<file path="src/rtl/seven_seg_scan_driver_if.sv">
// Purpose: groups the data/control inputs and display pin outputs of the
//          seven-segment scan driver into one bundle.
// Ports (members):
//   digits_i      BCD digits, digit k = [4k+3:4k]
//   dp_i          decimal point per digit, 1 = lit
//   load_i        1-cycle strobe capturing digits_i/dp_i
//   blank_lz_i    1 = blank leading zeros
//   blink_mask_i  1 = digit blinks
//   enable_i      0 = display dark
//   seg_o         {a,b,c,d,e,f,g}, active low
//   dp_o          decimal point, active low
//   an_o          one-hot anode select
//   frame_o       1-cycle pulse at each frame start
// Modports: master = producer of digits / consumer of pins, slave = driver.
interface seven_seg_scan_driver_if #(
    parameter int DIGITS = 4
);
    logic [4*DIGITS-1:0] digits_i;
    logic [DIGITS-1:0]   dp_i;
    logic                load_i;
    logic                blank_lz_i;
    logic [DIGITS-1:0]   blink_mask_i;
    logic                enable_i;
    logic [6:0]          seg_o;
    logic                dp_o;
    logic [DIGITS-1:0]   an_o;
    logic                frame_o;

    modport master (
        output digits_i, dp_i, load_i, blank_lz_i, blink_mask_i, enable_i,
        input  seg_o, dp_o, an_o, frame_o
    );

    modport slave (
        input  digits_i, dp_i, load_i, blank_lz_i, blink_mask_i, enable_i,
        output seg_o, dp_o, an_o, frame_o
    );
endinterface

</file>
<file path="src/rtl/seven_seg_scan_driver.sv">
// Purpose: time-multiplexed driver for a DIGITS-wide 7-segment display.
//          Loaded digits sit in a shadow register and move to the active
//          register only at frame boundaries, so a scan never tears. Adds
//          leading-zero blanking, per-digit blink and anode dead time.
// Ports:
//   clk    system clock
//   rst_n  asynchronous reset, active low
//   bus    seven_seg_scan_driver_if.slave (digit inputs, display pins)
module seven_seg_scan_driver #(
    parameter int DIGITS     = 4,
    parameter int CLK_HZ     = 50_000_000,
    parameter int SCAN_HZ    = 1_000,
    parameter int DEAD_CYC   = 8,
    parameter int BLINK_HZ   = 2,
    parameter int AN_ACT_LOW = 1
) (
    input  logic                    clk,
    input  logic                    rst_n,
    seven_seg_scan_driver_if.slave  bus
);
    localparam int DIV  = CLK_HZ / SCAN_HZ;
    localparam int HALF = CLK_HZ / (2 * BLINK_HZ);
    localparam int CW   = (DIV > 1) ? $clog2(DIV) : 1;
    localparam int IW   = $clog2(DIGITS);
    localparam int BW   = (HALF > 1) ? $clog2(HALF) : 1;
    localparam logic [DIGITS-1:0] AN_OFF = (AN_ACT_LOW != 0) ? {DIGITS{1'b1}} : {DIGITS{1'b0}};

    if (DIV <= DEAD_CYC + 1) begin : g_div_chk
        $error("seven_seg_scan_driver: DIV must exceed DEAD_CYC+1");
    end
    if (DIGITS < 2) begin : g_dig_chk
        $error("seven_seg_scan_driver: DIGITS must be >= 2");
    end

    logic [CW-1:0]            cyc;
    logic [IW-1:0]            idx;
    logic [BW-1:0]            bcnt;
    logic                     blink_on;
    logic [DIGITS-1:0][3:0]   shadow_dig, active_dig;
    logic [DIGITS-1:0]        shadow_dp, active_dp;
    logic                     pending;

    logic                     slot_end, wrap;
    logic [DIGITS-1:0]        lz, sel, an_val;
    logic                     zero_above, blink_off, hide;
    logic [3:0]               cur;

    assign slot_end = (cyc == CW'(DIV - 1));
    assign wrap     = slot_end && (idx == IW'(DIGITS - 1));
    assign cur      = active_dig[idx];

    function automatic logic [6:0] decode(input logic [3:0] d);
        case (d)
            4'd0:    decode = 7'b0000001;
            4'd1:    decode = 7'b1001111;
            4'd2:    decode = 7'b0010010;
            4'd3:    decode = 7'b0000110;
            4'd4:    decode = 7'b1001100;
            4'd5:    decode = 7'b0100100;
            4'd6:    decode = 7'b0100000;
            4'd7:    decode = 7'b0001111;
            4'd8:    decode = 7'b0000000;
            4'd9:    decode = 7'b0000100;
            default: decode = 7'b1111111;
        endcase
    endfunction

    // lz[k]: digits k..DIGITS-1 are all zero; digit 0 is never a leading zero.
    always_comb begin
        lz         = '0;
        zero_above = 1'b1;
        for (int k = DIGITS - 1; k >= 1; k--) begin
            zero_above = zero_above && (active_dig[k] == 4'd0);
            lz[k]      = zero_above;
        end
    end

    always_comb begin
        sel      = '0;
        sel[idx] = 1'b1;
        an_val   = (AN_ACT_LOW != 0) ? ~sel : sel;
    end

    assign blink_off = !blink_on && bus.blink_mask_i[idx];
    assign hide      = blink_off || (bus.blank_lz_i && lz[idx]);

    always_ff @(posedge clk or negedge rst_n) begin
        if (!rst_n) begin
            cyc         <= '0;
            idx         <= '0;
            bcnt        <= '0;
            blink_on    <= 1'b1;
            shadow_dig  <= '0;
            shadow_dp   <= '0;
            active_dig  <= '0;
            active_dp   <= '0;
            pending     <= 1'b0;
            bus.seg_o   <= 7'b1111111;
            bus.dp_o    <= 1'b1;
            bus.an_o    <= AN_OFF;
            bus.frame_o <= 1'b0;
        end else begin
            cyc <= slot_end ? '0 : cyc + CW'(1);
            if (slot_end)
                idx <= (idx == IW'(DIGITS - 1)) ? '0 : idx + IW'(1);

            if (bcnt == BW'(HALF - 1)) begin
                bcnt     <= '0;
                blink_on <= !blink_on;
            end else begin
                bcnt <= bcnt + BW'(1);
            end

            if (bus.load_i) begin
                shadow_dig <= bus.digits_i;
                shadow_dp  <= bus.dp_i;
            end
            // A load coinciding with the wrap bypasses the shadow entirely.
            if (bus.load_i && wrap) begin
                active_dig <= bus.digits_i;
                active_dp  <= bus.dp_i;
                pending    <= 1'b0;
            end else if (bus.load_i) begin
                pending    <= 1'b1;
            end else if (wrap && pending) begin
                active_dig <= shadow_dig;
                active_dp  <= shadow_dp;
                pending    <= 1'b0;
            end

            bus.frame_o <= wrap;
            bus.an_o    <= (bus.enable_i && cyc >= CW'(DEAD_CYC)) ? an_val : AN_OFF;
            bus.seg_o   <= hide ? 7'b1111111 : decode(cur);
            bus.dp_o    <= blink_off ? 1'b1 : ~active_dp[idx];
        end
    end
endmodule

</file>
<file path="src/flat_wrapper.sv">
// flat-port wrapper written by rule: the top's interface ports become plain ports
module seven_seg_scan_driver_flat 
#(
    parameter int DIGITS     = 4,
    parameter int CLK_HZ     = 50_000_000,
    parameter int SCAN_HZ    = 1_000,
    parameter int DEAD_CYC   = 8,
    parameter int BLINK_HZ   = 2,
    parameter int AN_ACT_LOW = 1
)
  (clk, rst_n, bus_digits_i, bus_dp_i, bus_load_i, bus_blank_lz_i, bus_blink_mask_i, bus_enable_i, bus_seg_o, bus_dp_o, bus_an_o, bus_frame_o);
  seven_seg_scan_driver_if #(.DIGITS(DIGITS)) bus_i ();
  input  logic clk;
  input  logic rst_n;
  input wire logic [$bits(bus_i.digits_i)-1:0] bus_digits_i;
  input wire logic [$bits(bus_i.dp_i)-1:0] bus_dp_i;
  input wire logic [$bits(bus_i.load_i)-1:0] bus_load_i;
  input wire logic [$bits(bus_i.blank_lz_i)-1:0] bus_blank_lz_i;
  input wire logic [$bits(bus_i.blink_mask_i)-1:0] bus_blink_mask_i;
  input wire logic [$bits(bus_i.enable_i)-1:0] bus_enable_i;
  output wire logic [$bits(bus_i.seg_o)-1:0] bus_seg_o;
  output wire logic [$bits(bus_i.dp_o)-1:0] bus_dp_o;
  output wire logic [$bits(bus_i.an_o)-1:0] bus_an_o;
  output wire logic [$bits(bus_i.frame_o)-1:0] bus_frame_o;
  assign bus_i.digits_i = bus_digits_i;
  assign bus_i.dp_i = bus_dp_i;
  assign bus_i.load_i = bus_load_i;
  assign bus_i.blank_lz_i = bus_blank_lz_i;
  assign bus_i.blink_mask_i = bus_blink_mask_i;
  assign bus_i.enable_i = bus_enable_i;
  assign bus_seg_o = bus_i.seg_o;
  assign bus_dp_o = bus_i.dp_o;
  assign bus_an_o = bus_i.an_o;
  assign bus_frame_o = bus_i.frame_o;
  seven_seg_scan_driver #(.DIGITS(DIGITS), .CLK_HZ(CLK_HZ), .SCAN_HZ(SCAN_HZ), .DEAD_CYC(DEAD_CYC), .BLINK_HZ(BLINK_HZ), .AN_ACT_LOW(AN_ACT_LOW)) u_core (.clk(clk), .rst_n(rst_n), .bus(bus_i));
endmodule
</file>
<file path="config.mk">
export PLATFORM = sky130hd
export DESIGN_NAME = seven_seg_scan_driver_flat
export DESIGN_NICKNAME = d
export VERILOG_FILES = /design/src/rtl/seven_seg_scan_driver_if.sv /design/src/rtl/seven_seg_scan_driver.sv /design/src/flat_wrapper.sv
export SDC_FILE = /design/constraint.sdc
export NUM_CORES = 1
export LEC_CHECK = 0
export ABC_AREA = 1
export CAP_MARGIN = 20
export CORE_UTILIZATION = 50
export CTS_CLUSTER_SIZE = 28
export DETAILED_ROUTE_END_ITERATION = 8
export PLACE_DENSITY = 0.78
export SYNTH_ARGS = -nofsm -noshare
export SYNTH_HDL_FRONTEND = slang
export SYNTH_SLANG_ARGS = --single-unit
</file>
<file path="constraint.sdc">
create_clock -name clk -period 4.4 [get_ports clk]
set_input_delay 1.32 -clock clk [delete_from_list [all_inputs] [get_ports clk]]
set_output_delay 1.32 -clock clk [all_outputs]
set_load 0.005 [all_outputs]
</file>
# Word-level counts from Yosys, hierarchy flattened
# Memory sizes are Yosys's and may differ from the RTL's.
# Cells that the tools add are included.
# classes
n_reduce_logical	17
n_eq_ne	4
muxes	25
n_addsub	3
n_lt_le_gt_ge	3
bitwise	2
# ops
operator	n
2-to-1 mux 16 bit	4
adder 24 x 1 -> 24 bit, second input constant	1
equality test 24 bit, second input constant	1
2-to-1 mux 24 bit	1
2-to-1 mux 4 bit	5
adder 16 x 1 -> 16 bit, second input constant	1
equality test 16 bit, second input constant	1
>= comparator 16 x 4 -> 1 bit, second input constant	1
zero test 4 bit	3
logical AND 1 bit	9
binary-select mux 4 bit (select 2 bit)	1
2-to-1 mux 1 bit	8
2-to-1 mux 7 bit	1
binary-select mux 1 bit (select 2 bit)	3
NOT 4 bit	1
less-than comparator 2 x 3 -> 1 bit, second input constant	1
nonzero test 3 bit	1
adder 2 x 1 -> 2 bit, second input constant	1
demux 1 bit (select 2 bit)	1
equality test 2 bit, second input constant	1
>= comparator 2 x 1 -> 1 bit, second input constant	1
2-to-1 mux 2 bit	1
inequality test 2 x 1 -> 1 bit, second input constant	1
AND reduction 2 bit	1
other kinds (4)	4
# totals
word_cells	74
rom_bits	112
n_memories	1
reg_bits	97
out_inout_bits	13
inputBits	29
# mem_list
memory	words	word_bits	rd	rd_clocked_by_memory_dff	write_ports	line	text
(no name shown)	16	7	1	0	0	seven_seg_scan_driver.sv:53	case (d)

# Logic depth before layout (Yosys ltp)
# logic_depth
depth_word	8
depth_mapped	12
mapped_depth_nobuf	11

# Worst setup path before layout
# Ideal clock, no wire load.
# synth_timing
kind	input-to-reg
startpoint	in bus_load_i
endpoint	reg u_core.active_dig[10] (netlist bit)
path_slack_ns	2.258
setup_ns	0.116
path_buffers	1
t_arrival_ns	2.025
cell_stages	6
t_required_ns	4.284
path_cell_list	or2_2 nand4_4 buf_6 nor2_2 nand2_1 nand2_1
# synth_via
elab_chain_len	3
word_cells_on_any_way	5
cone_classes	eq/ne: 1; mux: 1; reduce/logical: 3
# synth_rtl
item	line	text
start: declaration	flat_wrapper.sv:17	input wire logic [$bits(bus_i.load_i)-1:0] bus_load_i;
logical AND 1 bit	seven_seg_scan_driver.sv:119	if (bus.load_i && wrap) begin
inequality test 2 x 1 -> 1 bit (no line) or nonzero test 2 bit (tied branches)	-	
AND reduction 2 bit (no line)	-	
end signal: assignment	seven_seg_scan_driver.sv:120	active_dig <= bus.digits_i;
end signal: assignment	seven_seg_scan_driver.sv:126	active_dig <= shadow_dig;
end: declaration	seven_seg_scan_driver.sv:39	logic [DIGITS-1:0][3:0] shadow_dig, active_dig;
# Several ways; a longest one is shown, not always the timed one.
# A chain may end at the register's enable or synchronous reset.

# Worst setup path after layout
# layout_timing
startpoint	reg u_core.bus.an_o[1]
endpoint	out bus_an_o[1]
# layout_lines
item	line	text
start: declaration	seven_seg_scan_driver_if.sv:36	output seg_o, dp_o, an_o, frame_o
start signal: assignment	seven_seg_scan_driver.sv:132	bus.an_o <= (bus.enable_i && cyc >= CW'(DEAD_CYC)) ? an_val : AN_OFF;
end: declaration	flat_wrapper.sv:23	output wire logic [$bits(bus_i.an_o)-1:0] bus_an_o;
# No word-level cell between the ends.

==> metrics.csv <==
metric,value,unit
most common cell in the netlist,nand2_1,
Bufs on Longest Clock Path,2,
setup violators final,0,
Mapped Area,5200,um^2
post-CTS setup buffers,0,
die area,10800,um^2
fin util,59.5,%
"slowest stage delay, CP",0.55,ns
Synth Area per Inst,7.74,um^2
power share of the combinational group,6.3,%
busiest grt layer,met2,
hold_buf cts,0,
vias per cell,4.96,
Final GP Congestion,0.905,
Reg power frac,58.8,%
largest net degree at the start of global routing,41,
CTS root buf,clkbuf_8,
Yosys Warn Count,0,
I/O pin count,42,
met2 usage,35.3,%
critical path type,register to primary output,
ys async rst share,100,%
final hold violations,0,
switching power of the nets,368,uW
skew final,0.0132,ns
Final period util,62.0,%
minimum clock period,2.73,ns
number of diodes,0,
Mapped Nets,713,
GRT Total Usage,21.9,%
antenna-violating nets left,0,
Pint,1190,uW
clock network fraction of total power,34.9,%
peak supply drop,199,uV
Rel. slew slack,34.4,%
total CTS buffers,9,
nature of the critical path endpoint,primary output,
HPWL after detailed placement,8040,um
detailed-route DRC error count,0,
initial core utilization,52.4,%
Worst EP arrival,1.41,ns
vias in the first global route,4219,
via count,4222,
register bit count reported by yosys,97,
CP startpoint kind,register,
crit-path cells,clkdlybuf4s50_1,
max_cap viols,0,
met3 usage,3.26,%
Synth cell types,34,
CP required,3.08,ns
Die Ht,104,um
Syn-to-layout area delta,13.4,%
predominant post-synthesis flop cell,dfrtp_1,
WP buf/inv,1,
Iteration-0 DRC Markers,197,
post-synth top area share,40.5,%
post-synthesis sequential area ratio,47.0,%
"Max FO, Critical Path",1,
Sw Share,23.6,%
met1 Track Usage GR,29.4,%
Die X,104,um
Core ar.,9910,um^2
Fin Setup TNS,0,ns
number of synthesized flops with an enable pin,0,
Final Net Count,755,
H-tree levels,3,
IO Port Bufs,41,
Clock transition at path regs,0.09,ns
CTS tree,built,
fin. max-slew vios,0,
main area contributors after synthesis,"dfrtp_1 (40%), nand2_1 (14%), nor2_1 (6.9%)",
"area leader, netlist",dfrtp_1,
cell row count,36,
initial antenna violation count,0,
Top Family by Delay on Critical Path,flip-flops,
synth cell count leaders,"nand2_1 (193), nor2_1 (96), dfrtp_1 (84)",
ratio of cells with drive above 1 in the final layout,11.4,%
CP max stage cell,dfstp_2,
outcome,finished clean,
post-cts sizing count,0,
total gr overflow,0,
final instance area,5890,um^2
area post-placement,5710,um^2
worst-margin pin slew,0.983,ns
Synth Instances,671,
drt total wl,10800,um
Peak Freq,366,MHz
first-pass GRT wire length,19100,um
Worst Hold Class,register to register,
TritonCTS sink count,97,
Final Hold Slack,0.480,ns
pwr dens,265,nW/um^2
drt first pass iters,4,
worst skew pair latency,0.37,ns
WL per Instance,12.7,um
LEAKAGE,0.00290,uW
RSZ-0062 raised after global routing,no,
[routing by layer]
| layer | up-vias | part of all wire, % |
|---|---|---|
| li1 | 2150 | - |
| met1 | 1985 | 49 |
| met2 | 70 | 47 |
| met3 | 17 | 2.5 |
| met4 | 0 | 1.7 |
| met5 | - | 0 |
[power by group through the flow]
| stage | combinational [uW] | clock, uW | sequential, uW |
|---|---|---|---|
| final | 98.6 | 545 | 918 |
| after floorplan | 39.9 | 0 | 935 |
| after global routing | 113 | 602 | 920 |
| after detailed placement | 100 | 0 | 935 |
| after global placement | 97.6 | 0 | 934 |
| after CTS | 101 | 563 | 918 |
[sequential cells by signal (all words and copies together) (netlist names)]
| register | cells |
|---|---|
| u_core.blink_on | 1 |
| u_core.shadow_dp | 4 |
| u_core.bus.seg_o | 7 |
| u_core.active_dp | 4 |
| u_core.bus.an_o | 4 |
| u_core.shadow_dig | 16 |
| u_core.pending | 1 |
| u_core.bcnt | 24 |
| u_core.bus.frame_o | 1 |
| u_core.bus.dp_o | 1 |
| u_core.cyc | 16 |
| u_core.idx | 2 |
| u_core.active_dig | 16 |
[layout make-up]
| cell class | instances | area, um^2 |
|---|---|---|
| timing repair buffer | 44 | 430 |
| inverter | 86 | 323 |
| fill | 882 | 4020 |
| tap | 133 | 166 |
| multi-input combinational | 475 | 2350 |
| clock inverter | 4 | 28.8 |
| clock buffer | 12 | 155 |
| sequential | 97 | 2440 |
[cells in the final DEF, fill, tap and decap left out, drive strengths merged, types with 2 or more instances in the layout]
cell           count
clkdlybuf4s50     40
clkinvlp           2
nor2             133
nand4             17
nand3             33
dfstp             13
or2                2
inv               86
o21ai             12
ha                13
nor3               9
a31oi              2
clkinv             2
xnor2              5
dfrtp             84
clkbuf            12
buf                4
nand3b             3
nand2            196
a21oi             27
xor2              17
[worst paths after layout]
kind                                               endpoint  slack [ns]                          from  cells past startpoint
min                                u_core.bcnt[0]$_DFF_PN0_        0.48      u_core.bcnt[0]$_DFF_PN0_                      1
max reg2reg                u_core.active_dig[1]$_DFFE_PN0P_        2.13     u_core.idx[0]$_DFFE_PN0N_                      5
min in group asynchronous          u_core.bcnt[8]$_DFF_PN0_        0.88                         rst_n                      1
max                                             bus_an_o[1]        1.67  u_core.bus.an_o[1]$_DFF_PN1_                      1
max in group asynchronous         u_core.bus.dp_o$_DFF_PN1_        2.73                         rst_n                      2
min reg2reg                        u_core.bcnt[0]$_DFF_PN0_        0.48      u_core.bcnt[0]$_DFF_PN0_                      1
[metrics by stage]
step / setup WS, ns / std cells / total power, uW
finish: 1.67 / 851 / 1560
global route: 1.57 / 851 / 1640
CTS: 1.65 / 851 / 1580
detailed placement: 1.36 / 835 / 1040
global placement: 1.43 / 835 / 1030
floorplan: 2.26 / 671 / 974
[cells by family after synthesis]
family | Yosys count | synth area share (%)
DFF | 97 | 47.0
adders and majority gates | 13 | 3.13
buffers and inverters | 99 | 7.80
xor gates and xnor gates | 22 | 3.71
AOI/OAI and AO/OA | 44 | 4.43
and+or+nand+nor | 396 | 33.9
Power figures use the tool's default switching activity.
